[config.mk]
export PLATFORM = sky130hd
export DESIGN_NAME = pipe_stage_reg
export DESIGN_NICKNAME = d
export VERILOG_FILES = /design/src/rtl/pipe_stage_reg_pkg.sv /design/src/rtl/pipe_stage_reg_sat_counter.sv /design/src/rtl/pipe_stage_reg.sv
export SDC_FILE = /design/constraint.sdc
export NUM_CORES = 1
export LEC_CHECK = 0
export CORE_MARGIN = 2
export CORE_UTILIZATION = 56
export DETAILED_ROUTE_END_ITERATION = 16
export PLACE_DENSITY = 0.87
export SLEW_MARGIN = 20
export SYNTH_ARGS = -nofsm -noshare
export SYNTH_HDL_FRONTEND = slang
export SYNTH_HIERARCHICAL = 1
export SYNTH_SLANG_ARGS = --single-unit
[constraint.sdc]
create_clock -name clk -period 4.72 [get_ports clk]
set_input_delay 1.18 -clock clk [delete_from_list [all_inputs] [get_ports clk]]
set_output_delay 1.18 -clock clk [all_outputs]
set_load 0.005 [all_outputs]
[src/rtl/pipe_stage_reg_pkg.sv]
// Shared constants for the pipeline boundary register and the stages that
// pack their channels into it.
package pipe_stage_reg_pkg;

  // Occupancy states; the encoding doubles as the level output.
  localparam logic [1:0] ST_EMPTY = 2'd0;
  localparam logic [1:0] ST_ONE   = 2'd1;
  localparam logic [1:0] ST_TWO   = 2'd2;

  // Default channel slots used by the D/E, E/M and M/W boundaries.
  localparam int unsigned CH_IR  = 0;
  localparam int unsigned CH_PC4 = 1;
  localparam int unsigned CH_EXT = 2;
  localparam int unsigned CH_RD1 = 3;
  localparam int unsigned CH_RD2 = 4;

endpackage

[src/rtl/pipe_stage_reg_sat_counter.sv]
// Saturating up-counter for performance debug; sticks at all-ones.
module sat_counter #(
  parameter int W = 16
) (
  input  logic         clk,
  input  logic         reset,
  input  logic         inc,
  output logic [W-1:0] count
);

  logic [W-1:0] count_q;
  logic [W-1:0] count_d;

  // Advance on inc unless already at the maximum value.
  always_comb begin
    count_d = count_q;
    if (inc && (count_q != {W{1'b1}})) begin
      count_d = count_q + 1'b1;
    end
  end

  // Counter register, cleared only by reset.
  always_ff @(posedge clk or negedge reset) begin
    if (!reset) begin
      count_q <= '0;
    end else begin
      count_q <= count_d;
    end
  end

  assign count = count_q;

endmodule

[src/rtl/pipe_stage_reg.sv]
// Pipeline boundary register with valid/ready handshake and a 2-entry skid
// buffer, so in_ready comes straight from a flop. Supports flush (bubble
// insertion), an occupancy output and a saturating stall counter.
module pipe_stage_reg
  import pipe_stage_reg_pkg::*;
#(
  parameter int DATA_W       = 32,
  parameter int N_CH         = 5,
  parameter bit CLR_ON_EMPTY = 1'b1,
  parameter int CNT_W        = 16
) (
  input  logic                   clk,
  input  logic                   reset,
  input  logic                   in_valid,
  output logic                   in_ready,
  input  logic [N_CH*DATA_W-1:0] in_data,
  input  logic                   flush,
  output logic                   out_valid,
  input  logic                   out_ready,
  output logic [N_CH*DATA_W-1:0] out_data,
  output logic [1:0]             level,
  output logic [CNT_W-1:0]       stall_cnt
);

  localparam int BUS_W = N_CH * DATA_W;

  logic [1:0]       state_q, state_d;
  logic [BUS_W-1:0] main_q, main_d;
  logic [BUS_W-1:0] skid_q, skid_d;
  logic             in_ready_q, in_ready_d;
  logic             in_fire, out_fire;

  assign out_valid = (state_q != ST_EMPTY);
  assign in_fire   = in_valid && in_ready_q;
  assign out_fire  = out_valid && out_ready;

  // Next-state and data movement; flush overrides every transition and
  // drops any word offered in the same cycle.
  always_comb begin
    state_d = state_q;
    main_d  = main_q;
    skid_d  = skid_q;
    if (flush) begin
      state_d = ST_EMPTY;
      if (CLR_ON_EMPTY) begin
        main_d = '0;
        skid_d = '0;
      end
    end else begin
      case (state_q)
        ST_EMPTY: begin
          if (in_fire) begin
            main_d  = in_data;
            state_d = ST_ONE;
          end
        end
        ST_ONE: begin
          if (in_fire && out_fire) begin
            main_d = in_data;
          end else if (in_fire) begin
            skid_d  = in_data;
            state_d = ST_TWO;
          end else if (out_fire) begin
            state_d = ST_EMPTY;
            if (CLR_ON_EMPTY) begin
              main_d = '0;
            end
          end
        end
        ST_TWO: begin
          if (out_fire) begin
            main_d  = skid_q;
            state_d = ST_ONE;
            if (CLR_ON_EMPTY) begin
              skid_d = '0;
            end
          end
        end
        default: begin
          state_d = ST_EMPTY;
          main_d  = '0;
          skid_d  = '0;
        end
      endcase
    end
    in_ready_d = (state_d != ST_TWO);
  end

  // State, data and registered ready flops.
  always_ff @(posedge clk or negedge reset) begin
    if (!reset) begin
      state_q    <= ST_EMPTY;
      main_q     <= '0;
      skid_q     <= '0;
      in_ready_q <= 1'b1;
    end else begin
      state_q    <= state_d;
      main_q     <= main_d;
      skid_q     <= skid_d;
      in_ready_q <= in_ready_d;
    end
  end

  assign in_ready = in_ready_q;
  assign out_data = main_q;
  assign level    = state_q;

  sat_counter #(
    .W(CNT_W)
  ) u_stall_cnt (
    .clk  (clk),
    .reset(reset),
    .inc  (out_valid && !out_ready),
    .count(stall_cnt)
  );

endmodule

# Word level (Yosys, flattened, before mapping)
# Cells that the tools add are included.
# classes
n_addsub,1
eq_ne,11
mux,17
reduce_logical,10
# op_table
op,n
160-bit two-way mux,8
160-bit case mux with 3 select lines,2
"16-bit by 1-bit adder with 16-bit output, second input constant",1
"16-bit != test, second input constant",1
2-bit two-way mux,6
"3-bit != test, second input constant",4
"4-bit != test, second input constant",2
4-bit AND reduction,2
2-bit case mux with 3 select lines,1
1-bit logical AND,5
"2-bit != test, second input constant",2
"2-bit by 1-bit == test with 1-bit output, second input constant",1
"2-bit == test, second input constant",1
2-bit zero test,1
2-bit nonzero test,1
1-bit zero test,1
# totals
reg_bits,339
in_bits,165
out_inout_bits,180
wordCells,44

# Longest topological paths before layout
# logic_depth
word_depth,8
mapped_depth,11
ltp_nobuf,6

# Modules after synthesis
# Netlist, hierarchy kept.
# by_module_without_submodules
mod,n_inst,cells_each,area_each_um2,seq_area_each_um2
pipe_stage_reg,1,1660,15625.0,8084.0
sat_counter,1,77,884.6,400.4

# Worst setup path before layout
# OpenSTA, ideal clock, no wires.
# synth_path
path_type,register -> output
from,"register state_q[1], in the netlist level[1]"
to,output port out_valid
arrival_ps,1348
required_ps,3540
slack_ps,2192
stages_incl_launch_ff,6
cell_sequence,dfrtp_1 > buf_4 > buf_4 > buf_2 > buf_2 > or2_2
# synth_via
elab_chain_cells,1
# synth_rtl
item,line,text
"start, declared",pipe_stage_reg.sv:27,"logic [1:0] state_q, state_d;"
"start signal, assigned",pipe_stage_reg.sv:97,state_q <= state_d;
2-bit nonzero test,pipe_stage_reg.sv:33,assign out_valid = (state_q != ST_EMPTY);
"end, declared",pipe_stage_reg.sv:18,"output logic out_valid,"
# No other way between the ends.

# Worst setup path in the final report
# layout_path
from,"register state_q[0], in the netlist level[0]"
to,output port out_valid
# The elaborated chain is that of the path after synthesis.

==> impl_metrics.ini <==
[clocking]
cts.sinks = 339
clkTransAtPathRegs_ps = 60
clk_latency_ps = 510
numCtsBuffers = 38
htree_levels = 2
cts_tree = yes
root_buffer = clkbuf_16
cts.path.max_buffers = 3
postCtsHoldBufs = 0
cts_setup_buffers = 0
cts_resized = 0

[logic_synthesis]
synth_edf_count = 0
synth_cells = 1737
async_flop_share_pct = 100
syn-num-nets = 1903
syn_avg_cell_area_sq_um = 9.50
ys_types = 47
yosys_warnings = 6
synth-seq-area-share_pct = 51.4
ys_ff_latch = 339
synth_area_sq_mm = 0.0165
ys.flop_type = dfrtp_1

[final_layout]
final_common_cell = clkdlybuf4s50_1
fin_nets = 2153
layout-drive-gt1-share_pct = 5.51
mostFrequentLayoutCells = 343 x clkdlybuf4s50_1, 336 x dfrtp_1, 197 x nor2_1
area_growth_syn_to_layout_pct = 29.0
postLayoutCellArea_sq_mm = 0.0213
final_util_pct = 73.8

[hold_path]
min_path_type = flop to flop

[routing]
wl_um = 47900
route.met3.wl_um = 4270
ant_nets = 0
drc = 0
via_per_inst = 6.11
drt_first_pass_iters = 5
routedLengthMet1_um = 19000
wl_met2_um = 23000
avgRoutedWirePerCell_um = 19.9
drtIter0Drc = 1531
vias = 14700
highest_layer = met4

[timing]
hold_violations = 0
fin_crit_ps = 3510
worst_slew_pin_slew_ps = 1120
max_freq_mhz = 285
fin_ws_ps = 1210
rsz0062_at_grt = no
setup-tns-final_ps = 0
hold-worst-slack_ps = 504
min_period_over_period_pct = 74.3
skew_ps = 12.7
slew_viol_final = 0
slew_headroom_pct = 25.1
setup_viol = 0

[power_and_ir_drop]
static-leakage-power_nw = 8.58
vdd_drop_max_uv = 286
p_per_area_mw_per_mm2 = 359

[global_routing]
grt_overflow = 0
grt_pass1_wl_um = 76100
antenna_found_initial = 4
grt_util_all_layers_pct = 30.4
grt_pass1_vias = 14400
grt_max_degree = 167

[floorplan]
fp.dieW_um = 176
fp.dieArea_sq_mm = 0.0309
core_area_sq_mm = 0.0289
rows = 62
die_h_um = 176
pin_count = 345
start_util_pct = 57.2

[placement]
port_buffers = 344
dp_hpwl_um = 29300
gp_congestion = 0.822
placed_area_sq_mm = 0.0200
place_ws_ps = 832

[worst_setup_path]
crit_type = flop to output port
required_ps = 3540
critical_path_arrival_ps = 2330
crit_path_end_kind = output port
critPathMaxFanout = 26
cp-start-kind = flop

[run]
cap_violations = 0

[run_status]
status = finished, final reports clean
-- stage by stage --
step | power [mW] | instances
global route | 7.94 | 2403
floorplan | 3.90 | 1737
CTS | 7.69 | 2400
finish | 7.65 | 2404
detailed placement | 4.72 | 2331
global placement | 4.68 | 2331
-- flip-flops by register name, summed over array words and instances (netlist names) --
name,flops
level,2
in_ready,1
skid_q,160
u_stall_cnt/count,16
out_data,160
-- cell usage after synthesis (all sizes together) (10+ instances only) --
library cell	n	area share, %
nand2	164	3.7
nand4	10	0.47
o21ai	162	4.9
a21oi	195	5.9
nand3	170	5.4
a22o	65	3.4
dfrtp	338	51
mux2i	160	9.7
nor2	199	4.5
clkbuf	73	1.7
buf	88	3.0
o2bb2ai	65	3.4
-- cell type report --
| type | instances | area [sq um] |
|---|---|---|
| Timing Repair Buffer | 371 | 3750 |
| Fill cell | 2038 | 7550 |
| Tap cell | 384 | 480 |
| Clock buffer | 59 | 1160 |
| Multi-Input combinational cell | 1235 | 7300 |
| Inverter | 2 | 10.0 |
| Sequential cell | 339 | 8490 |
| Antenna cell | 4 | 10.0 |
| Clock inverter | 10 | 100 |
-- worst max-delay path, cell delays in order (launching register included) --
cell and delay [ps]:
dfrtp_2 710, buf_4 400, or2_2 190, clkdlybuf4s50_1 500
-- power breakdown --
group	leakage [nW]	total [mW]	switching, mW	internal (mW)
clock	0.628	2.97	1.16	1.80
combinational	3.43	1.38	0.678	0.699
sequential	4.53	3.31	0.183	3.13
-- path summary, 6_finish.rpt --
kind | startpoint | cells after the start | endpoint | slack (ps)
max in group asynchronous | reset | 2 | out_data[77]$_DFFE_PN0P_ | 2900
min in group asynchronous | reset | 1 | skid_q[131]$_DFFE_PN0P_ | 730
max reg2reg | level[1]$_DFF_PN0_ | 5 | out_data[72]$_DFFE_PN0P_ | 1600
min | out_data[155]$_DFFE_PN0P_ | 1 | out_data[155]$_DFFE_PN0P_ | 500
max | level[0]$_DFF_PN0_ | 3 | out_valid | 1210
min reg2reg | out_data[155]$_DFFE_PN0P_ | 1 | out_data[155]$_DFFE_PN0P_ | 500
-- layer usage --
layer / GRT usage [%] / vias to the layer above
li1: - / 6663
met1: 40.1 / 7243
met2: 49.3 / 669
met3: 7.16 / 112
met4: 11.2 / 0
met5: 0 / -
-- logic make-up after synthesis --
| kind of cell | Yosys count | synth area share, % |
|---|---|---|
| xor+xnor | 8 | 0.424 |
| flops | 339 | 51.4 |
| simple gates | 564 | 15.1 |
| mux | 162 | 9.88 |
| buf+inv | 163 | 4.71 |
| compound gates | 500 | 18.4 |
| fa+ha+maj | 1 | 0.0758 |
No activity file was read; power rests on OpenSTA's default activity.
==> edit: new RTL, same flow settings <==
Set the parameter `CNT_W` to 24 (it was 16).
--- a/src/rtl/pipe_stage_reg.sv
+++ b/src/rtl/pipe_stage_reg.sv
@@ -9,3 +9,3 @@
   parameter bit CLR_ON_EMPTY = 1'b1,
-  parameter int CNT_W        = 16
+  parameter int CNT_W        = 24
 ) (
Interface: changed (resized stall_cnt); port bits go from 345 to 353. The function was not compared with the original's and may differ.
==> edit against the original RTL <==
  * First-iteration DRC count fell by 3.8%
  * Area after synthesis grew 1.5%
  * Total power grew 2.8%
  * Cell area grew 1.8%
  * Global-route usage increased by 0.54 points
  * Routed wire length increased by 3.3%
  * Worst setup slack improved by 0.18 ns
  * Clock skew fell by 0.0011 ns
  * Sequential cell count is 8 higher
  * Largest cell class unchanged
==> edit: results (changes against the original RTL) <==
\begin{tabular}{lr}
\hline
Metric & Value \\
\hline
\multicolumn{2}{l}{\textbf{Place}} \\
Post-placement cell area & 20,400 um\^{}2 (+1.7\%) \\
Half-perimeter wire length after detailed placement & 29,900 um (+1.9\%) \\
IO buf count & 352 (+2.3\%) \\
RD Place Congestion & 0.795 (-3.3\%) \\
\multicolumn{2}{l}{\textbf{Routing}} \\
DR WL/cell & 20.3 um (+2.1\%) \\
Average vias per placed instance & 6.18 (+1.1\%) \\
Vias post-DR & 15,036 (+2.4\%) \\
Iteration count of the initial detailed-routing pass & 6 (+1) \\
\multicolumn{2}{l}{\textbf{Power and ir drop}} \\
Switching power summed over all nets & 2070 uW (+2.2\%) \\
Maximum vdd drop & 0.000297 V (+3.8\%) \\
Leak pwr & 0.00878 uW (+2.3\%) \\
\multicolumn{2}{l}{\textbf{Synth}} \\
Average cell area after synthesis & 9.54 um\^{}2 (+0.38\%) \\
Synthesized net count & 1,923 (+1.1\%) \\
Xor-xnor portion of the synthesized cell area & 0.0110 (+0.00673) \\
Commonest cells post-synth & 346 x sky130\_fd\_sc\_hd\_\_dfrtp\_1, 196 x sky130\_fd\_sc\_hd\_\_a21oi\_1, 196 x sky130\_fd\_sc\_hd\_\_nor2\_1 \\
Number of distinct library cell variants in the gate-level netlist after synthesis & 46 (-2.1\%) \\
Complex-gate fraction of the synthesized area & 0.178 (-0.00576) \\
Fraction of synthesized area in multiplexers & 0.0968 (-0.00201) \\
\multicolumn{2}{l}{\textbf{Critical path}} \\
Crit path DAT & 2.15 ns (-0.18 ns) \\
Capture point of the worst reg-to-reg path & out\_data[45] \\
Worst stage delay on the critical path & 0.88 ns (+0.17 ns) \\
Max FO, Critical Path & 36 (+38\%) \\
Worst R2R Setup Slack & 1.48 ns (-0.12 ns) \\
\multicolumn{2}{l}{\textbf{Status}} \\
Outcome & completed \\
\multicolumn{2}{l}{\textbf{GRT}} \\
Maximum number of pins on one net before global-route repair & 191 (+14\%) \\
Global router's overall resource usage & 0.309 (+0.00536) \\
Wire length of the first global-routing pass & 78,400 um (+2.9\%) \\
\multicolumn{2}{l}{\textbf{Min path}} \\
HP Start & u\_stall\_cnt/count[8] \\
Worst hold endpoint & u\_stall\_cnt/count[8] \\
\multicolumn{2}{l}{\textbf{Timing}} \\
Worst hold margin & 0.498 ns (-0.00573 ns) \\
Clock skew & 0.0116 ns (-0.00108 ns) \\
Worst max-slew margin expressed relative to the limit & 0.339 (+0.0880) \\
\multicolumn{2}{l}{\textbf{Finish}} \\
Share of layout cells above drive strength 1 & 0.0520 (-0.00307) \\
Post-layout net count & 2,178 (+1.2\%) \\
Fill cell instance count of the final layout & 2,021 (-0.83\%) \\
\hline
\end{tabular}
==> edit: changes by cell type after synthesis, moves of 3 or more <==
cell                      delta
sky130_fd_sc_hd__nor2_1      -3
sky130_fd_sc_hd__xnor2_1    +11
sky130_fd_sc_hd__o21a_1      -3
sky130_fd_sc_hd__dfrtp_1     +8
sky130_fd_sc_hd__nand3_1     +4
==> edit: final cells by class <==
class / count / area (um^2) / share of cell area
multi-input cells: 1245 / 7340 / 0.338
well taps: 390 / 488 / 0.0225
clock inverters: 9 / 120 / 0.00554
repair buffers: 377 / 3840 / 0.177
clock buffers: 58 / 1190 / 0.0549
inverters: 3 / 13.8 / 0.000634
flip-flops and latches: 347 / 8690 / 0.401
diodes: 5 / 12.5 / 0.000577
==> edit: power groups by stage <==
stage | clock network [uW] | registers, uW | logic, uW
final | 3090 | 3390 | 1390
after global routing | 3250 | 3410 | 1500
after CTS | 3120 | 3380 | 1390
after detailed placement | 0 | 3430 | 1380
after global placement | 0 | 3420 | 1340
after floorplan | 0 | 3400 | 575
==> edit: worst max-delay path by stage <==
stage	from	end	slack [ns]
2_1_floorplan	level[1]	out_valid	2.19
6_report	level[0]	out_valid	1.39
3_3_place_gp	out_ready	out_data[131]	1.01
4_1_cts	level[0]	out_valid	1.40
5_1_grt	out_ready	out_data[12]	1.30
3_5_place_dp	out_ready	out_data[157]	0.93
==> edit: kinds of logic after synthesis <==
group,after synthesis
muxes,162
adders and majority gates,1
DFF,347
and+or+nand+nor,566
xor gates and xnor gates,21
AOI/OAI and AO/OA,495
buffers and inverters,165
==> edit: metal layers <==
metal / vias to the layer above / track usage / wire [um] / part of all wire
li1: 6730 / - / - / -
met1: 7384 / 0.393 / 19000 / 0.38
met2: 769 / 0.500 / 23800 / 0.48
met3: 153 / 0.0803 / 4640 / 0.094
met4: 0 / 0.138 / 1980 / 0.040
met5: - / 0 / 0 / 0
==> edit: metrics by stage <==
| stage | utilization | power [uW] | setup slack, ns |
|---|---|---|---|
| 2_1_floorplan | - | 3970 | 2.19 |
| 3_3_place_gp | 0.689 | 4760 | 1.01 |
| 3_5_place_dp | 0.689 | 4810 | 0.925 |
| 4_1_cts | 0.733 | 7900 | 1.40 |
| 5_1_grt | 0.734 | 8160 | 1.30 |
| 6_report | 0.734 | 7870 | 1.39 |
==> edit: critical path, delay by kind of cell (launching register included) <==
family,cells,cell delay [ns]
buffers and inverters,1,0.52
and+or+nand+nor,1,0.24
DFF,1,0.88
